`src/rtl/mul_issue_ctrl.sv`:
```
// rtl/mul_issue_ctrl.sv - Issue/retire controller for the pipelined M-extension multiplier
//
// Accepts MUL/MULH/MULHSU/MULHU requests, drives the free-running multiplier,
// tracks tags through its fixed latency, applies MULHSU sign correction,
// selects the result half and buffers results in a credit-managed FIFO.
//
// Ports:
//   clk, rst                 clock, synchronous active-high reset
//   flush                    kill all in-flight and buffered operations
//   req_valid/req_ready      request handshake from EX
//   req_funct3               000 MUL, 001 MULH, 010 MULHSU, 011 MULHU
//   req_rs1, req_rs2         operands
//   req_tag                  destination tag
//   mul_rs1_data/rs2_data    multiplier operands (0 when nothing is issued)
//   mul_funct3               multiplier mode, 000 unsigned, otherwise signed
//   mul_out                  multiplier product, LATENCY cycles after issue
//   rsp_valid/rsp_ready      result FIFO head handshake
//   rsp_data, rsp_tag        result and its tag (0 while the FIFO is empty)
//   busy                     any operation in flight or buffered
module mul_issue_ctrl #(
    parameter int LATENCY    = 3,
    parameter int FIFO_DEPTH = 8,
    parameter int TAG_W      = 5
) (
    input  logic             clk,
    input  logic             rst,
    input  logic             flush,
    input  logic             req_valid,
    output logic             req_ready,
    input  logic [2:0]       req_funct3,
    input  logic [31:0]      req_rs1,
    input  logic [31:0]      req_rs2,
    input  logic [TAG_W-1:0] req_tag,
    output logic [31:0]      mul_rs1_data,
    output logic [31:0]      mul_rs2_data,
    output logic [2:0]       mul_funct3,
    input  logic [63:0]      mul_out,
    output logic             rsp_valid,
    input  logic             rsp_ready,
    output logic [31:0]      rsp_data,
    output logic [TAG_W-1:0] rsp_tag,
    output logic             busy
);

    localparam int PTR_W = (FIFO_DEPTH > 1) ? $clog2(FIFO_DEPTH) : 1;
    localparam int CNT_W = $clog2(FIFO_DEPTH + 1);
    localparam int OCC_W = $clog2(LATENCY + FIFO_DEPTH + 1);
    localparam int LAST  = LATENCY - 1;

    // Accept-cycle decode
    logic               accept;
    logic               acc_hi;
    logic               acc_neg;

    // Tracking pipeline: entry i describes the operation issued i+1 cycles ago,
    // so entry LAST lines up with its product on mul_out.
    logic [LATENCY-1:0] trk_valid;
    logic [LATENCY-1:0] trk_hi;
    logic [LATENCY-1:0] trk_neg;
    logic [TAG_W-1:0]   trk_tag [LATENCY];

    // Result FIFO
    logic [31:0]        mem_data [FIFO_DEPTH];
    logic [TAG_W-1:0]   mem_tag  [FIFO_DEPTH];
    logic [PTR_W-1:0]   wr_ptr;
    logic [PTR_W-1:0]   rd_ptr;
    logic [CNT_W-1:0]   count;
    logic               push;
    logic               pop;
    logic [63:0]        prod;
    logic [31:0]        push_data;

    // Credit: every operation already issued (in flight or buffered) holds a
    // FIFO slot, so the FIFO can never be asked to take more than it holds.
    logic [OCC_W-1:0]   occ;

    always_comb begin
        occ = OCC_W'(count);
        for (int i = 0; i < LATENCY; i++) begin
            occ = occ + OCC_W'(trk_valid[i]);
        end
    end

    assign req_ready = !rst && !flush && (occ < OCC_W'(FIFO_DEPTH));
    assign accept    = req_valid && req_ready;

    // Operand mapping. MULHSU runs as an unsigned multiply of |rs1| by rs2
    // and the product sign is restored at capture time.
    always_comb begin
        mul_rs1_data = '0;
        mul_rs2_data = '0;
        mul_funct3   = 3'b000;
        acc_hi       = 1'b0;
        acc_neg      = 1'b0;
        if (accept) begin
            mul_rs1_data = req_rs1;
            mul_rs2_data = req_rs2;
            case (req_funct3)
                3'b000: begin
                end
                3'b001: begin
                    mul_funct3 = 3'b001;
                    acc_hi     = 1'b1;
                end
                3'b010: begin
                    acc_hi  = 1'b1;
                    acc_neg = req_rs1[31];
                    if (req_rs1[31]) begin
                        mul_rs1_data = -req_rs1;
                    end
                end
                default: begin
                    acc_hi = 1'b1;
                end
            endcase
        end
    end

    always_ff @(posedge clk) begin
        if (rst || flush) begin
            trk_valid <= '0;
        end else begin
            trk_valid[0] <= accept;
            for (int i = 1; i < LATENCY; i++) begin
                trk_valid[i] <= trk_valid[i-1];
            end
        end
        // Payload shifts unconditionally; only the valid bits matter.
        trk_tag[0] <= req_tag;
        trk_hi[0]  <= acc_hi;
        trk_neg[0] <= acc_neg;
        for (int i = 1; i < LATENCY; i++) begin
            trk_tag[i] <= trk_tag[i-1];
            trk_hi[i]  <= trk_hi[i-1];
            trk_neg[i] <= trk_neg[i-1];
        end
    end

    // Capture the product aligned with the last tracking entry
    assign prod      = trk_neg[LAST] ? -mul_out : mul_out;
    assign push_data = trk_hi[LAST] ? prod[63:32] : prod[31:0];
    assign push      = trk_valid[LAST];
    assign pop       = rsp_valid && rsp_ready;

    always_ff @(posedge clk) begin
        if (rst) begin
            wr_ptr <= '0;
            rd_ptr <= '0;
            count  <= '0;
        end else if (flush) begin
            // Empty without disturbing the write side; a capture coinciding
            // with the flush belongs to a killed operation and is dropped.
            rd_ptr <= wr_ptr;
            count  <= '0;
        end else begin
            if (push) begin
                mem_data[wr_ptr] <= push_data;
                mem_tag[wr_ptr]  <= trk_tag[LAST];
                wr_ptr           <= wr_ptr + PTR_W'(1);
            end
            if (pop) begin
                rd_ptr <= rd_ptr + PTR_W'(1);
            end
            case ({push, pop})
                2'b10:   count <= count + CNT_W'(1);
                2'b01:   count <= count - CNT_W'(1);
                default: count <= count;
            endcase
        end
    end

    assign rsp_valid = (count != '0);
    // Head is forced to zero when empty so stale entries never show.
    assign rsp_data  = rsp_valid ? mem_data[rd_ptr] : '0;
    assign rsp_tag   = rsp_valid ? mem_tag[rd_ptr]  : '0;
    assign busy      = (|trk_valid) || rsp_valid;

endmodule
```
`config.mk`:
```
export PLATFORM = sky130hd
export DESIGN_NAME = mul_issue_ctrl
export DESIGN_NICKNAME = d
export VERILOG_FILES = /design/src/rtl/mul_issue_ctrl.sv
export SDC_FILE = /design/constraint.sdc
export NUM_CORES = 1
export LEC_CHECK = 0
export BUFFER_PORTS_ARGS = -buffer_cell sky130_fd_sc_hd__buf_2
export CORE_MARGIN = 4
export CORE_UTILIZATION = 44
export CTS_CLUSTER_SIZE = 16
export DETAILED_ROUTE_END_ITERATION = 12
export HOLD_SLACK_MARGIN = 0.08
export SYNTH_ARGS = -nofsm -noshare
export SYNTH_HDL_FRONTEND = slang
export SYNTH_SLANG_ARGS = --single-unit
```
`constraint.sdc`:
```
create_clock -name clk -period 8.2 [get_ports clk]
set_clock_uncertainty 0.05 [all_clocks]
set_input_delay 1.23 -clock clk [delete_from_list [all_inputs] [get_ports clk]]
set_output_delay 1.23 -clock clk [all_outputs]
set_load 0.005 [all_outputs]
```
==> run metrics <==
status complete, no violations; part of the power in registers 51.9%; RSZ-0062 raised after global routing no; Die ar. 38000 µm²; All-Layer GR Usage 19.2%; Top delay family on crit path simple AND/OR/NAND/NOR gates; register area share after synthesis 62.7%; Int Power 2.86 mW; GP Congestion 0.866; postcts setup bufs 0; P per Cell Area 197 nW/µm²; synthesis-stage register bit count 333; min cycle time layout 5.10 ns; EDFF count, synth 296; met3 usage 3.33%; cell chosen for the clock root clkbuf_16; Yosys cell types 61; Die Y 195 µm; worst hold path depth 0; hold_sp trk_hi[0]; ordered cell list for the critical path inv_1 > fa_1 > inv_1 > ha_1 > and3b_1 > o21ai_0 > xnor2_1 > nor2_1 > buf_4 > nand2_1 > nor4b_1 > buf_2; Crit-path slowest cell nand2_1; number of antenna violations at the first check in global routing 0; slew margin rel. 20.8%; Hold-fix buffers, CTS 0; clock buffer depth 3; Filler cells 2959; GR Overflow Total 0; leakage power 6.33 nW; Primary FF master, synth edfxtp_1; CP Data Required Time 6.92 ns; Setup Viol. Count Final 0; setup slack, reg-to-reg 5.03 ns; Clk pwr share 43.3%; Post-Layout Cell Count 1771; crit path from count[0]; grt peak-use layer met2; TNS Setup 0 ns; largest net degree at the start of global routing 61; most frequent cells in the layout edfxtp_1, buf_2, nor2_1; worst vdd ir 135 µV; Crit path depth 12; WHS 0.277 ns; total wire length 37600 µm; first-pass GRT wire length 57600 µm; Max Cap Viol 0; core area 34500 µm²; Logic pwr share 4.8%; vias 9748; CTS resizes 0; Nets 1442; vias in the first global route 9865; Syn Area/Cell 14.6 µm²; Final Max Slew Viols 0; Critical Path Start Type register; sw frac 20.5%; Synth Instances 1051; Mapped Area 15400 µm²; Final Hold Fails 0; crit share post-route 62.2%; YS warnings 0; number of H-tree levels 2; Skew-Pair Late Insertion Delay 0.51 ns; I/O Buffers 245; via/cell ratio 5.50; Detail Route Antenna Nets 0; WP buf/inv 4; fraction of registers with async set/reset 0%; row count 68; Avg WL per Cell 21.2 µm; routing usage on met2 31.8%; # clock sinks 333; sw power 0.738 mW; arrival time worst endpoint 3.82 ns; CTS Buf Count 36; Die W 195 µm; CP Class reg2out; R2R Path Start count[0]; hold crit path type reg2reg; antenna cells 0; CP Max Fanout 35; met1 Usage GRT 27.4%; commonest non-fill, non-tap cell in the layout edfxtp_1; CP most frequent cell inv_1; Least-Margin Pin Slew 1.18 ns; Initial Utilization 44.6%; detailed placer's ending HPWL 23600 µm; Layout area overhead 18.6%; Top Ports 248; iteration-0 DRC count of the detailed router 707; f_max 196 MHz; CP peak stage delay 0.68 ns; CTS tree built; fraction of layout cells with a size suffix above 1 32.1%; worst r2r path cells 11; CP endpoint kind primary output; Inst Count DP 1707; Clock transition at path regs 0.06 ns; DR DRC count 0; DRT Pass-1 Iters 5
cells by family (layout without fill, tap and decap cells):
kind of cell / Yosys count / in the layout / synth area share (%)
adder cells (fa/ha/maj): 11 / 11 / 0.994
AND/OR/NAND/NOR: 298 / 298 / 9.79
flip-flops: 333 / 333 / 62.7
multiplexers: 128 / 128 / 14.4
AO/OA/AOI/OAI: 114 / 114 / 4.99
other: 1 / 2 / 0.0244
XOR/XNOR: 87 / 87 / 4.96
buffers and inverters: 79 / 343 / 2.20
cell usage after synthesis (5+ instances only):
cell | number | area, µm²
or4_1 | 6 | 45.0
inv_1 | 19 | 71.3
nand4_1 | 5 | 31.3
a21oi_1 | 33 | 165
nand3_1 | 10 | 50.1
and3_1 | 37 | 231
nor3_1 | 15 | 75.1
or2_2 | 5 | 31.3
dfxtp_1 | 37 | 741
clkbuf_1 | 42 | 158
edfxtp_1 | 296 | 8890
mux4_2 | 74 | 1670
nor4_1 | 15 | 93.8
or3_1 | 20 | 125
ha_1 | 9 | 113
xnor2_1 | 36 | 315
o21ai_0 | 28 | 140
o41ai_1 | 16 | 140
nor2_1 | 133 | 499
nand2_1 | 28 | 105
mux2i_1 | 54 | 541
xor2_1 | 51 | 447
o31ai_1 | 16 | 120
buf_1 | 11 | 41.3
routing by layer:
layer / part of all wire [%] / wire length [µm]
met1: 44 / 16700
met2: 49 / 18500
met3: 5.4 / 2040
met4: 1.1 / 417
met5: 0 / 0
through the flow:
stage | area [µm²] | total power [mW] | setup WS [ns] | utilization (%)
detailed placement | 17100 | 2.07 | 3.41 | 49.6
finish | 18200 | 3.59 | 3.10 | 52.9
global route | 18200 | 3.72 | 2.75 | 52.9
floorplan | 15400 | 1.98 | 2.90 | -
global placement | 17100 | 2.07 | 3.44 | 49.6
CTS | 18200 | 3.63 | 3.06 | 52.9
flip-flops by register name, indices dropped and copies added, names as in the netlist, named ones only:
register / count
wr_ptr: 3
trk_tag: 15
rd_ptr: 3
trk_neg: 3
mem_data: 256
count: 4
trk_valid: 3
trk_hi: 3
mem_tag: 40
path summary, 6_finish.rpt:
kind | endpoint
max | mul_funct3[0]
min | trk_hi[1]
max reg2reg | trk_valid[0]
min reg2reg | trk_hi[1]
power groups by stage:
stage | clock network [mW] | logic [mW] | registers [mW]
floorplan | 0 | 0.0790 | 1.90
global placement | 0 | 0.167 | 1.90
detailed placement | 0 | 0.169 | 1.90
CTS | 1.59 | 0.170 | 1.87
global route | 1.67 | 0.188 | 1.87
finish | 1.56 | 0.171 | 1.87
worst register-to-register path: stages, from the launching register on:
cell and delay (ns):
dfxtp_1 0.41, inv_1 0.12, fa_1 0.37, inv_1 0.06, ha_1 0.21, and3b_1 0.17, o21ai_0 0.19, xnor2_1 0.14
nor2_1 0.05, buf_4 0.21, nand2_1 0.83, inv_1 0.19
area by class of cell:
| type | instances | area [µm²] | area share, % |
|---|---|---|---|
| clock inverters | 25 | 236 | 1.30 |
| inverters | 19 | 71.3 | 0.391 |
| clock buffers | 39 | 912 | 5.00 |
| well taps | 455 | 569 | 3.12 |
| multi-input cells | 640 | 5460 | 30.0 |
| repair buffers | 260 | 1340 | 7.34 |
| flip-flops and latches | 333 | 9640 | 52.9 |
(Power assumes the default switching activity.)
